## src/rtl/seq_deser_8b_bidir_pkg.sv

```systemverilog
// Shared constants and the bit-insertion helper for the 8-bit bidirectional deserializer.
package seq_deser_8b_bidir_pkg;

  localparam int unsigned NBITS = 8;
  localparam int unsigned CNTW  = 3;

  localparam logic OP_MSB_FIRST = 1'b0;
  localparam logic OP_LSB_FIRST = 1'b1;

  // Shift one serial bit into the accumulator in the requested order.
  function automatic logic [NBITS-1:0] shift_in(input logic [NBITS-1:0] acc,
                                                input logic             sin,
                                                input logic             order);
    if (order == OP_LSB_FIRST) return {sin, acc[NBITS-1:1]};
    else                       return {acc[NBITS-2:0], sin};
  endfunction

endpackage

```

## src/rtl/seq_deser_outreg.sv

```systemverilog
// One-entry val/rdy pipeline register holding the delivered word.
//   clk, reset  : clock, synchronous active-high reset
//   din/din_val : word offered for loading; din_rdy_c says the slot is free or draining
//   dout/dout_val/dout_rdy : consumer-side handshake; dout holds while dout_val is 0
module seq_deser_outreg
  import seq_deser_8b_bidir_pkg::*;
(
  input  logic             clk,
  input  logic             reset,
  input  logic [NBITS-1:0] din,
  input  logic             din_val,
  output logic             din_rdy_c,
  output logic [NBITS-1:0] dout,
  output logic             dout_val,
  input  logic             dout_rdy
);

  // Slot can take a word if empty or being drained this cycle.
  assign din_rdy_c = !dout_val || dout_rdy;

  // Load has priority over drain so back-to-back words keep dout_val high.
  always_ff @(posedge clk) begin
    if (reset) begin
      dout     <= '0;
      dout_val <= 1'b0;
    end else if (din_val && din_rdy_c) begin
      dout     <= din;
      dout_val <= 1'b1;
    end else if (dout_rdy) begin
      dout_val <= 1'b0;
    end
  end

endmodule

```

## src/rtl/seq_deser_8b_bidir.sv

```systemverilog
// Serial-to-parallel 8-bit deserializer with per-word selectable bit order.
//   clk, reset : clock, synchronous active-high reset
//   en, sin    : serial bit and its valid; accepted when en && in_rdy
//   op         : order for the word being started (0 MSB-first, 1 LSB-first)
//   clr        : drop the partial word and any word waiting for the output slot
//   in_rdy     : accumulator can accept a bit
//   pout, pout_val, pout_rdy : deserialized word handshake
module seq_deser_8b_bidir
  import seq_deser_8b_bidir_pkg::*;
(
  input  logic             clk,
  input  logic             reset,
  input  logic             en,
  input  logic             sin,
  input  logic             op,
  input  logic             clr,
  output logic             in_rdy,
  output logic [NBITS-1:0] pout,
  output logic             pout_val,
  input  logic             pout_rdy
);

  logic [NBITS-1:0] acc_q;
  logic [CNTW-1:0]  cnt_q;
  logic             acc_full_q;
  logic             ord_q;

  logic             accept_c;
  logic             ord_c;
  logic             last_c;
  logic [NBITS-1:0] word_c;
  logic             load_val_c;
  logic [NBITS-1:0] load_data_c;
  logic             out_rdy_c;

  assign in_rdy = !acc_full_q;

  // Bit acceptance and the word offered to the output register.
  always_comb begin
    accept_c    = en && !acc_full_q && !clr;
    ord_c       = (cnt_q == '0) ? op : ord_q;
    word_c      = shift_in(acc_q, sin, ord_c);
    last_c      = accept_c && (cnt_q == CNTW'(NBITS - 1));
    // A pending full word goes first; while full no bit is accepted, so the two never collide.
    load_val_c  = (acc_full_q && !clr) || last_c;
    load_data_c = acc_full_q ? acc_q : word_c;
  end

  // Accumulator, bit counter, latched order and pending-word flag.
  always_ff @(posedge clk) begin
    if (reset) begin
      acc_q      <= '0;
      cnt_q      <= '0;
      acc_full_q <= 1'b0;
      ord_q      <= OP_MSB_FIRST;
    end else if (clr) begin
      acc_q      <= '0;
      cnt_q      <= '0;
      acc_full_q <= 1'b0;
    end else begin
      if (accept_c) begin
        acc_q <= word_c;
        cnt_q <= cnt_q + CNTW'(1);
        if (cnt_q == '0) ord_q <= op;
        if (last_c && !out_rdy_c) acc_full_q <= 1'b1;
      end
      if (acc_full_q && out_rdy_c) acc_full_q <= 1'b0;
    end
  end

  seq_deser_outreg u_outreg (
    .clk       (clk),
    .reset     (reset),
    .din       (load_data_c),
    .din_val   (load_val_c),
    .din_rdy_c (out_rdy_c),
    .dout      (pout),
    .dout_val  (pout_val),
    .dout_rdy  (pout_rdy)
  );

endmodule

```

## config.mk

```make
export PLATFORM = sky130hd
export DESIGN_NAME = seq_deser_8b_bidir
export DESIGN_NICKNAME = d
export VERILOG_FILES = /design/src/rtl/seq_deser_8b_bidir_pkg.sv /design/src/rtl/seq_deser_outreg.sv /design/src/rtl/seq_deser_8b_bidir.sv
export SDC_FILE = /design/constraint.sdc
export NUM_CORES = 1
export LEC_CHECK = 0
export CAP_MARGIN = 20
export CORE_MARGIN = 2
export CORE_UTILIZATION = 25
export CTS_CLUSTER_SIZE = 8
export DETAILED_ROUTE_END_ITERATION = 12
export GPL_ROUTABILITY_DRIVEN = 0
export PLACE_DENSITY = 0.44
export SYNTH_ARGS = -nofsm -noshare
export SYNTH_HDL_FRONTEND = slang
export SYNTH_SLANG_ARGS = --single-unit
```

## constraint.sdc

```tcl
create_clock -name clk -period 5.3 [get_ports clk]
set_input_delay 1.325 -clock clk [delete_from_list [all_inputs] [get_ports clk]]
set_output_delay 1.325 -clock clk [all_outputs]
set_load 0.03 [all_outputs]
```

==> results_dict.tcl <==
set metrics [dict create \
    grt_first_pass_wirelength_um 4180 \
    syn_inst 106 \
    synth_area_um2 1080 \
    clk_pin_slew_ps 80 \
    worst-setup-path-type "in -> reg" \
    layout.cells.most_common "dfxtp_1" \
    hold_viol 0 \
    worst_pin_slew_ps 702 \
    synthesis.nets 116 \
    finalSetupTns_ps 0 \
    power.total_w 0.000316 \
    synth_top_flop_cell "dfxtp_1" \
    coreArea_um2 4090 \
    clock_sinks 22 \
    max_stage_delay_ps 630 \
    worstPathRequired_ps 5470 \
    grt_setup_unrepaired "false" \
    post_drt_wl_per_cell_um 14.4 \
    ant_nets 0 \
    diodes 0 \
    r2r_cells 6 \
    viasPerCell 4.92 \
    final_core_util_pct 32.5 \
    clock.fmax_ghz 0.317 \
    synthSimpleGateAreaFrac_pct 18.4 \
    grt-ovfl-total 0 \
    placed_area_um2 1270 \
    r2r_end "u_outreg.dout[4]" \
    syn_to_final_growth_pct 23.1 \
    h-tree-depth 1 \
    start_util_pct 26.4 \
    status "finished clean" \
    antenna_found_initial 0 \
    r2r-start "cnt_q[0]" \
    hold_start "u_outreg.dout_val" \
    final_cell_area_um2 1330 \
    ys_types 23 \
    cts_resized 0 \
    synth_seq_cells 22 \
    fp-row-count 23 \
    vdd_drop_max_v 0.0000675 \
    cellPowerDensity_nw_per_um2 238 \
    synth_top_family_by_area "compound AO/OA/AOI/OAI gates" \
    io_buffers 16 \
    drt_first_pass_iters 4 \
    setup_slack_ps 2140 \
    holdBufCountCts 0 \
    crit_chain "clkdlybuf4s50_1 -> a21oi_1 -> a211o_1 -> or3_1 -> o221ai_2" \
    ys_seq_area_share_pct 40.9 \
    die_h_um 69.6 \
    num_io_pins 17 \
    startpoint_type "input pin" \
    yosys-mux-area-fraction_pct 10.5 \
    track_usage_pct 10.5 \
    dp_hpwl_um 1710 \
    die_area_um2 4850 \
    num-nets-final 131 \
    yosysWarnings 0 \
    ctsRootBufferMaster "clkbuf_8" \
    post_cts_buffers 0 \
    drtIter0Drc 32 \
    min-delay-path-class "reg -> reg" \
    dp_slack_ps 1870 \
    synth_edf_count 0 \
    drc_errors 0 \
    power.leakage_nw 0.443 \
    drv_slew 0 \
    cts_tree "built" \
    crit_arrival_ps 3330 \
    synthXorXnorAreaFrac_pct 0.813 \
    period_minus_slack_ps 3160 \
    die_w_um 69.6 \
    drive_gt1_share_pct 14.2 \
    critPathMaxFanout 17 \
    cap_violations 0 \
    async_flop_share_pct 0 \
    timing.final.crit_share_pct 59.6 \
    reg2reg_slack_ps 2980 \
    synth_adder_area_share_pct 3.48 \
    final-setup-viol-count 0 \
    grt_max_degree 25 \
    clock_latency_ps 260 \
    final_cell_mix "22 x dfxtp_1, 16 x nand3b_1, 16 x clkdlybuf4s50_1" \
    crit_slowest_cell "or3_1" \
    vias 837 \
    numCtsBuffers 3 \
    clock_path_buffers 2 \
    synth_compound_area_share_pct 21.3 \
    synth.avg_cell_area_um2 10.2 \
    hold_depth 2 \
    min_delay_worst_endpoint "acc_full_q" \
    drt-total-wl_um 2440 \
    cp-end-kind "register" \
    slew_headroom_pct 53.1 \
    grt_pass1_vias 842 \
    fin_worst_skew_ps 7.60 \
]
## where the power goes
| part | switching (W) | leakage, nW | total [W] | internal (W) |
|---|---|---|---|---|
| clock network | 0.0000531 | 0.0288 | 0.000119 | 0.0000661 |
| logic | 0.0000139 | 0.236 | 0.0000267 | 0.0000128 |
| registers | 0.00000259 | 0.178 | 0.000170 | 0.000168 |
## synth_stat cells, types with 2 or more instances
cell type,number,share of area (%)
nand2_1,3,1.0
clkbuf_1,3,1.0
mux2i_1,9,8.4
o221ai_2,8,11
ha_1,3,3.5
inv_1,4,1.4
nor2_1,2,0.70
nand3b_1,16,11
buf_2,2,0.93
o21ai_0,8,3.7
a21oi_1,12,5.6
dfxtp_1,22,41
nor3_1,4,1.9
## cell type report
cell class,count,area (um^2)
fillers,435,2760
multi-input cells,73,586
flip-flops and latches,22,440
repair buffers,17,168
well taps,50,62.6
clock buffers,4,55.1
inverters,4,15.0
## registers in the layout, indices dropped and copies added (netlist names)
signal             count
u_outreg.dout_val      1
acc_full_q             1
acc_q                  8
cnt_q                  3
u_outreg.dout          8
ord_q                  1
## per-stage QoR
stage	hold slack, ps	std cells
after detailed placement	480	166
after floorplan	468	106
after global routing	521	170
after global placement	474	166
final	491	170
after CTS	494	170
## worst max-delay path, delay by kind of cell
| family | cells | cell delay (ps) |
|---|---|---|
| buf+inv | 1 | 470 |
| simple gates | 1 | 630 |
| compound gates | 3 | 900 |
## routing by layer
layer | share of wire (%) | track usage, % | up-vias
met2 | 46 | 16.3 | 8
li1 | - | - | 420
met5 | 0 | 0 | -
met3 | 1.9 | 1.74 | 2
met4 | 0.90 | 3.21 | 0
met1 | 51 | 14.7 | 407
## cells by family after synthesis
logic type,Yosys count
compound gates,29
xor+xnor,1
fa+ha+maj,3
buf+inv,11
flops,22
mux,10
simple gates,30
## how the worst max path moves through the flow
stage,to,startpoint
after floorplan,u_outreg.dout[1],en
after global placement,u_outreg.dout[1],en
after detailed placement,u_outreg.dout[4],en
after CTS,u_outreg.dout[4],en
after global routing,u_outreg.dout[4],en
final,u_outreg.dout[4],en
Power figures use the tool's default switching activity.
